[src/rtl/seq_mult_32bit.sv]
// seq_mult_32bit: iterative unsigned shift-and-add multiplier, WIDTH x WIDTH -> 2*WIDTH.
// One ripple-carry add per clock, WIDTH iterations, result registered and held until the next completion.
module seq_mult_32bit #(
    parameter int WIDTH = 32
) (
    input  logic                 clk,
    input  logic                 rst_n,
    input  logic                 start,
    input  logic [WIDTH-1:0]     a,
    input  logic [WIDTH-1:0]     b,
    output logic                 busy,
    output logic                 done,
    output logic [2*WIDTH-1:0]   product
);

    typedef enum logic [1:0] {
        IDLE = 2'd0,
        RUN  = 2'd1,
        DONE = 2'd2
    } state_t;

    state_t           state, state_nxt;
    logic [WIDTH-1:0] m, acc, q;
    logic             c;
    logic [5:0]       cnt;

    logic [WIDTH-1:0] addend;
    logic [WIDTH:0]   sum;
    logic [WIDTH-1:0] acc_nxt, q_nxt;
    logic             c_nxt;
    logic             last_iter;

    function automatic logic [WIDTH:0] ripple_add(input logic [WIDTH-1:0] x,
                                                  input logic [WIDTH-1:0] y,
                                                  input logic             cin);
        logic [WIDTH:0] r;
        logic           cy;
        r  = '0;
        cy = cin;
        for (int i = 0; i < WIDTH; i++) begin
            r[i] = x[i] ^ y[i] ^ cy;
            cy   = (x[i] & y[i]) | (cy & (x[i] ^ y[i]));
        end
        r[WIDTH] = cy;
        return r;
    endfunction

    // c always enters an add as 0: it is cleared on capture and a zero is shifted into it every iteration.
    always_comb begin
        addend                   = q[0] ? m : '0;
        sum                      = ripple_add(acc, addend, c);
        {c_nxt, acc_nxt, q_nxt}  = {sum, q} >> 1;
        last_iter                = (cnt == 6'(WIDTH - 1));
    end

    always_ff @(posedge clk or negedge rst_n) begin
        if (!rst_n) state <= IDLE;
        else        state <= state_nxt;
    end

    always_comb begin
        state_nxt = state;
        busy      = 1'b0;
        done      = 1'b0;
        case (state)
            IDLE: begin
                if (start) state_nxt = RUN;
            end
            RUN: begin
                busy = 1'b1;
                if (last_iter) state_nxt = DONE;
            end
            DONE: begin
                busy      = 1'b1;
                done      = 1'b1;
                state_nxt = IDLE;
            end
            default: state_nxt = IDLE;
        endcase
    end

    always_ff @(posedge clk or negedge rst_n) begin
        if (!rst_n) begin
            m       <= '0;
            acc     <= '0;
            q       <= '0;
            c       <= 1'b0;
            cnt     <= '0;
            product <= '0;
        end else begin
            case (state)
                IDLE: begin
                    if (start) begin
                        m   <= a;
                        q   <= b;
                        acc <= '0;
                        c   <= 1'b0;
                        cnt <= '0;
                    end
                end
                RUN: begin
                    acc <= acc_nxt;
                    q   <= q_nxt;
                    c   <= c_nxt;
                    cnt <= cnt + 6'd1;
                    if (last_iter) product <= {acc_nxt, q_nxt};
                end
                default: ;
            endcase
        end
    end

endmodule

[config.mk]
export PLATFORM = sky130hd
export DESIGN_NAME = seq_mult_32bit
export DESIGN_NICKNAME = d
export VERILOG_FILES = /design/src/rtl/seq_mult_32bit.sv
export SDC_FILE = /design/constraint.sdc
export NUM_CORES = 1
export LEC_CHECK = 0
export ABC_AREA = 0
export CAP_MARGIN = 10
export CORE_UTILIZATION = 35
export DETAILED_ROUTE_END_ITERATION = 8
export PLACE_DENSITY = 0.54
export SYNTH_ARGS = -nofsm -noshare
export SYNTH_HDL_FRONTEND = slang
export SYNTH_SLANG_ARGS = --single-unit
[constraint.sdc]
create_clock -name clk -period 23 [get_ports clk]
set_clock_uncertainty 0.1 [all_clocks]
set_input_delay 6.9 -clock clk [delete_from_list [all_inputs] [get_ports clk]]
set_output_delay 6.9 -clock clk [all_outputs]
set_load 0.05 [all_outputs]
==> flow_metrics.env, run 1 <==
export IMPL_min_path_type="flop to flop"
export IMPL_p_leak_nw=4.393
export IMPL_synth_edf_count=0
export IMPL_wl_mm=16.41
export IMPL_synth_largest_area_cell="dfrtp_1"
export IMPL_initial_core_util_pct=36.10
export IMPL_slew_viol_final=0
export IMPL_syn_to_final_growth_pct=28.30
export IMPL_setup_violations=0
export IMPL_remaining_drc_errors=0
export IMPL_htree_levels=4
export IMPL_antenna_found_initial=1
export IMPL_period_share_pct=62.60
export IMPL_ff2ff_path_depth=36
export IMPL_r2r_setup_slack_ns=8.60
export IMPL_routedWlPerCell_um=15.80
export IMPL_gr_total_overflow=0
export IMPL_finalPower_mw=1.012
export IMPL_finalHoldViolations=0
export IMPL_yosysWarningCount=0
export IMPL_p_switching_mw=0.3424
export IMPL_setup_tns_final_ns=0
export IMPL_path_delay_family="adder cells"
export IMPL_cts_resized=0
export IMPL_worst_pin_slew_ns=1.188
export IMPL_synth_flop_cell="dfrtp_1"
export IMPL_gp_congestion=0.7393
export IMPL_ys_seq_elements=168
export IMPL_comb_power_share_pct=29.7
export IMPL_syn_nets=732
export IMPL_clkTransAtPathRegs_ns=0.07
export IMPL_ant_nets=0
export IMPL_r2r_end="product[62]$_DFFE_PN0P_"
export IMPL_synthMostInstantiatedCell="dfrtp_1"
export IMPL_core_area_sq_mm=0.02122
export IMPL_worstPathArrival_ns=14.57
export IMPL_grt_usage_pct=15.67
export IMPL_timing_hold_ws_ns=0.3853
export IMPL_grt_pass1_vias=5212
export IMPL_cpPeakStageDelay_ns=0.54
export IMPL_min_period_ns=14.40
export IMPL_vias_per_cell=4.698
export IMPL_rows=53
export IMPL_powerDensity_mw_per_mm2=103.0
export IMPL_rsz0062_at_grt="no"
export IMPL_swShare_pct=33.83
export IMPL_die_area_sq_mm=0.02249
export IMPL_die_x_um=150.0
export IMPL_hp_start="acc[5]$_DFFE_PN0P_"
export IMPL_cp_slowest_cell="fa_1"
export IMPL_stdcell_area_sq_mm=0.009829
export IMPL_syn_area_sq_mm=0.007661
export IMPL_syn_inst=629
export IMPL_status="finished, final reports clean"
export IMPL_synth_top_area_share_pct=54.88
export IMPL_drtIter0Drc=160
export IMPL_required_ns=23.17
export IMPL_clock_power_share_pct=28.9
export IMPL_path_common_cell="fa_1"
export IMPL_io_buffers=132
export IMPL_peakVddDrop_mv=0.04725
export IMPL_first_pass_iters=4
export IMPL_seq_area_frac_synth_pct=54.88
export IMPL_min_delay_path_depth=2
export IMPL_vias=4881
export IMPL_relSlewSlack_pct=20.81
export IMPL_ys_top_cells_by_area="dfrtp_1 (55%), fa_1 (8.1%), mux2i_1 (7.4%), mux2_4 (5.5%), mux2_2 (5.3%)"
export IMPL_nFillCells=1950
export IMPL_num_antenna_cells=0
export IMPL_cts_tree="built"
export IMPL_insertion_delay_ns=0.43
export IMPL_cts_sink_count=168
export IMPL_r2r_start="q[0]$_DFFE_PN0P_"
export IMPL_max_freq_ghz=0.06945
export IMPL_start_kind="flop"
export IMPL_dpl_hpwl_mm=10.63
export IMPL_cp_max_fo=33
export IMPL_syn_area_per_cell_sq_um=12.18
export IMPL_drive_gt1_share_pct=14.27
export IMPL_synthTopCellsByCount="dfrtp_1 (168), nand2_1 (99), o21ai_0 (78), inv_1 (60), mux2i_1 (57)"
export IMPL_die_y_um=150.0
export IMPL_grt_pass1_wl_mm=27.08
export IMPL_async_reset_ff_share_pct=100.0
export IMPL_worst_hold_path_endpoint="acc[5]$_DFFE_PN0P_"
export IMPL_fin_nets=854
export IMPL_internal_power_mw=0.6697
export IMPL_end_kind="flop"
export IMPL_worst_path_buf_inv=2
export IMPL_pwr_share_seq_pct=41.4
export IMPL_cts_root_buf="clkbuf_16"
export IMPL_post_cts_setup_buffer_count=0
export IMPL_postCtsHoldBufs=0
export IMPL_drv_cap=0
export IMPL_placed_cell_area_sq_mm=0.009223
export IMPL_path_class="flop to flop"
export IMPL_yosysUniqueCellTypes=33
export IMPL_clockBufferDepth=2
export IMPL_ios=133
export IMPL_path_depth=36
export IMPL_grt_max_degree=103
export IMPL_numCtsBuffers=17
## layout by cell type (no fill, tap or decap), types with 3 or more instances in the layout
| cell type | count |
|---|---|
| clkinvlp_4 | 3 |
| mux2_4 | 28 |
| inv_1 | 60 |
| nand2_1 | 99 |
| clkbuf_8 | 3 |
| mux2_2 | 36 |
| buf_4 | 6 |
| clkinv_4 | 4 |
| ha_1 | 4 |
| fa_1 | 31 |
| nand2b_1 | 3 |
| clkdlybuf4s50_1 | 131 |
| o31ai_1 | 9 |
| mux2i_1 | 56 |
| dfrtp_1 | 168 |
| o21ai_0 | 77 |
| clkbuf_16 | 17 |
## flip-flops by register name (all words and copies together) (netlist names)
signal and cells:
acc 32, cnt 6, m 32, product 64
q 32, state 2
## cell families (layout without fill, tap and decap cells)
group | count (synthesis) | after routing | share of synthesized area [%]
flip-flops | 168 | 168 | 54.88
multiplexers | 121 | 121 | 18.23
AND/OR/NAND/NOR | 114 | 114 | 6.043
buffers and inverters | 96 | 231 | 5.259
AO/OA/AOI/OAI | 94 | 94 | 6.680
adder cells (fa/ha/maj) | 36 | 36 | 8.917
## worst max path at each step
stage / end / from
6_report: product[62]$_DFFE_PN0P_ / q[0]$_DFFE_PN0P_
5_1_grt: acc[30]$_DFFE_PN0P_ / q[0]$_DFFE_PN0P_
4_1_cts: product[62]$_DFFE_PN0P_ / q[0]$_DFFE_PN0P_
3_5_place_dp: product[62]$_DFFE_PN0P_ / q[0]$_DFFE_PN0P_
3_3_place_gp: product[62]$_DFFE_PN0P_ / q[0]$_DFFE_PN0P_
2_1_floorplan: acc[30]$_DFFE_PN0P_ / q[0]$_DFFE_PN0P_
## worst register-to-register path, delay by kind of cell, from the launching register on
kind | cells | cell delay (ns)
buffers and inverters | 2 | 0.37
and+or+nand+nor | 1 | 0.19
adders and majority gates | 32 | 13.17
muxes | 1 | 0.07
DFF | 1 | 0.33
## power groups by stage
| stage | logic, mW | registers, mW | clock network (mW) |
|---|---|---|---|
| after global routing | 0.346 | 0.429 | 0.315 |
| final | 0.301 | 0.419 | 0.292 |
| after floorplan | 0.226 | 0.409 | 0 |
| after detailed placement | 0.307 | 0.425 | 0 |
| after global placement | 0.296 | 0.421 | 0 |
| after CTS | 0.309 | 0.419 | 0.301 |
## through the flow
step / std cells / utilization [%] / setup WS, ns
CTS: 1039 / 46.32 / 8.471
finish: 1039 / 46.32 / 8.602
floorplan: 629 / - / 9.309
global placement: 1007 / 43.46 / 8.644
detailed placement: 1007 / 43.46 / 8.497
global route: 1039 / 46.32 / 8.043
## cell type report
cell class	count	area [sq um]	share of cell area [%]
flip-flops and latches	168	4204	42.77
multi-input cells	365	3078	31.31
repair buffers	138	1368	13.91
clock buffers	20	466.7	4.748
well taps	275	344.1	3.501
inverters	61	229.0	2.329
clock inverters	12	140.1	1.426
## metal layers
layer	wire length (um)	GRT usage (%)	share of wire [%]	up-vias
li1	-	-	-	2314
met1	7885	21.00	48	2435
met5	13	0	0.079	-
met3	900	5.061	5.5	14
met4	137	4.394	0.83	2
met2	7475	24.24	46	116
Note: power is estimated with default switching activity, not from simulation.
==> inputs of run 2 (changes only) <==
--- a/config.mk
+++ b/config.mk
@@ -9,7 +9,7 @@
 export CAP_MARGIN = 10
 export CORE_UTILIZATION = 35
 export DETAILED_ROUTE_END_ITERATION = 8
-export PLACE_DENSITY = 0.54
+export PLACE_DENSITY = 0.56
 export SYNTH_ARGS = -nofsm -noshare
 export SYNTH_HDL_FRONTEND = slang
 export SYNTH_SLANG_ARGS = --single-unit
==> constraint.sdc (replaced) <==
create_clock -name clk -period 12.8 [get_ports clk]
set_clock_uncertainty 0.1 [all_clocks]
set_input_delay 3.84 -clock clk [delete_from_list [all_inputs] [get_ports clk]]
set_output_delay 3.84 -clock clk [all_outputs]
set_load 0.05 [all_outputs]
==> run 2 against run 1 <==
Die area stayed put. Count of clock-buffer cells in the layout unchanged. Fmax increased by 15%. Global-route usage down 0.19 points. Clock power rose by 86%. Power is 83% higher. Largest cell class unchanged. Highest routed layer is now met4.
==> flow_metrics.env, run 2 (synthesis results as in run 1) <==
export IMPL_worst_pin_slew_ns=0.9990
export IMPL_clock_power_share_pct=29.2
export IMPL_regMostFlops="product"
export IMPL_status="finished, final reports clean"
export IMPL_vias_per_cell=4.657
export IMPL_vias=4834
export IMPL_htree_levels=4
export IMPL_antenna_found_initial=0
export IMPL_mostFrequentLayoutCell="dfrtp_1"
export IMPL_p_switching_mw=0.6089
export IMPL_ff2ff_path_depth=35
export IMPL_cp_slowest_cell="fa_1"
export IMPL_drive_gt1_share_pct=18.35
export IMPL_pwr_share_seq_pct=40.5
export IMPL_initial_core_util_pct=36.10
export IMPL_clockBufferDepth=2
export IMPL_grt_pass1_wl_mm=26.93
export IMPL_gp_congestion=0.7312
export IMPL_min_delay_path_depth=2
export IMPL_p_leak_nw=4.422
export IMPL_drtIter0Drc=191
export IMPL_stdcell_area_sq_mm=0.009935
export IMPL_period_share_pct=97.96
export IMPL_powerDensity_mw_per_mm2=186.7
export IMPL_finalPower_mw=1.855
export IMPL_path_common_cell="fa_2"
export IMPL_max_freq_ghz=0.07975
export IMPL_fin_nets=856
export IMPL_cp_max_fo=2
export IMPL_end_kind="flop"
export IMPL_core_area_sq_mm=0.02122
export IMPL_worstPathArrival_ns=12.74
export IMPL_cts_sink_count=168
export IMPL_path_class="flop to flop"
export IMPL_io_buffers=132
export IMPL_swShare_pct=32.82
export IMPL_insertion_delay_ns=0.42
export IMPL_post_cts_setup_buffer_count=0
export IMPL_cts_tree="built"
export IMPL_routedWlPerCell_um=15.66
export IMPL_setup_violations=0
export IMPL_min_period_ns=12.54
export IMPL_setup_tns_final_ns=0
export IMPL_fin_util_pct=46.82
export IMPL_internal_power_mw=1.246
export IMPL_gr_total_overflow=0
export IMPL_min_path_type="flop to flop"
export IMPL_postCtsHoldBufs=0
export IMPL_grt_usage_pct=15.48
export IMPL_syn_to_final_growth_pct=29.68
export IMPL_die_area_sq_mm=0.02249
export IMPL_rsz0062_at_grt="yes"
export IMPL_placed_cell_area_sq_mm=0.009280
export IMPL_final_cell_mix="dfrtp_1 (168), clkdlybuf4s50_1 (131), nand2_1 (99)"
export IMPL_dpl_hpwl_mm=10.67
export IMPL_comb_power_share_pct=30.2
export IMPL_start_kind="flop"
export IMPL_rows=53
export IMPL_clkTransAtPathRegs_ns=0.07
export IMPL_die_y_um=150.0
export IMPL_ant_nets=0
export IMPL_numCtsBuffers=17
export IMPL_die_x_um=150.0
export IMPL_remaining_drc_errors=0
export IMPL_largest_reg_flops=64
export IMPL_wl_mm=16.26
export IMPL_finalHoldViolations=0
export IMPL_relSlewSlack_pct=33.40
export IMPL_slew_viol_final=0
export IMPL_first_pass_iters=4
export IMPL_grt_pass1_vias=5170
export IMPL_peakVddDrop_mv=0.08961
export IMPL_ios=133
export IMPL_cpPeakStageDelay_ns=0.53
export IMPL_cts_root_buf="clkbuf_16"
export IMPL_drv_cap=0
export IMPL_grt_max_degree=106
export IMPL_num_antenna_cells=0
export IMPL_required_ns=13.00
==> run 2: changes by cell type in the layout (fill, tap and decap cells not counted), sizes merged <==
cell      change
clkinv        -2
bufinv        +2
buf           +2
inv           -2
clkinvlp      -1
==> run 2: critical path: cells and delay by family, from the launching register on <==
| family | cells | cell delay (ns) |
|---|---|---|
| and+or+nand+nor | 1 | 0.15 |
| DFF | 1 | 0.34 |
| buffers and inverters | 1 | 0.03 |
| AOI/OAI and AO/OA | 1 | 0.09 |
| adders and majority gates | 32 | 11.71 |
==> run 2: area by class of cell <==
class / count / area (sq um)
inverter: 61 / 229.0
multi-input combinational: 365 / 3168
tap: 275 / 344.1
fill: 1973 / 11290
sequential: 168 / 4204
clock inverter: 9 / 150.1
timing repair buffer: 140 / 1383
clock buffer: 20 / 456.7
==> run 2: power by group through the flow <==
stage	Clock, mW	Sequential (mW)	Combinational, mW
global route	0.577	0.771	0.642
floorplan	0	0.734	0.414
detailed placement	0	0.762	0.562
global placement	0	0.757	0.543
CTS	0.555	0.753	0.570
finish	0.542	0.752	0.561
==> run 2: worst paths after layout <==
kind	to	from	slack, ns
setup reg to reg	acc[30]$_DFFE_PN0P_	q[0]$_DFFE_PN0P_	0.26
hold reg to reg	acc[30]$_DFFE_PN0P_	acc[30]$_DFFE_PN0P_	0.38
setup / recovery	acc[30]$_DFFE_PN0P_	q[0]$_DFFE_PN0P_	0.26
min in group asynchronous	product[10]$_DFFE_PN0P_	rst_n	3.40
max in group asynchronous	product[31]$_DFFE_PN0P_	rst_n	7.68
hold / removal	acc[30]$_DFFE_PN0P_	acc[30]$_DFFE_PN0P_	0.38
==> run 2: through the flow <==
step / hold slack [ns] / instances / setup WS, ns
floorplan: 0.3498 / 629 / 0.01007
global placement: 0.3613 / 1009 / -0.1715
detailed placement: 0.3700 / 1009 / -0.2933
CTS: 0.3853 / 1038 / 0.005148
global route: 0.4030 / 1038 / -0.04996
finish: 0.3787 / 1038 / 0.2609
==> run 2: timing repair <==
item | in CTS | in global routing
setup endpoints to repair | 6 | 4
pin swaps | 2 | 16
gates resized for setup | 7 | 10
==> run 2: per-layer routing <==
metal,vias up,track usage (%),wire length [um]
met3,11,4.146,843
met5,-,0,0
met2,116,25.16,7583
met4,0,4.242,169
li1,2317,-,-
met1,2390,20.28,7662
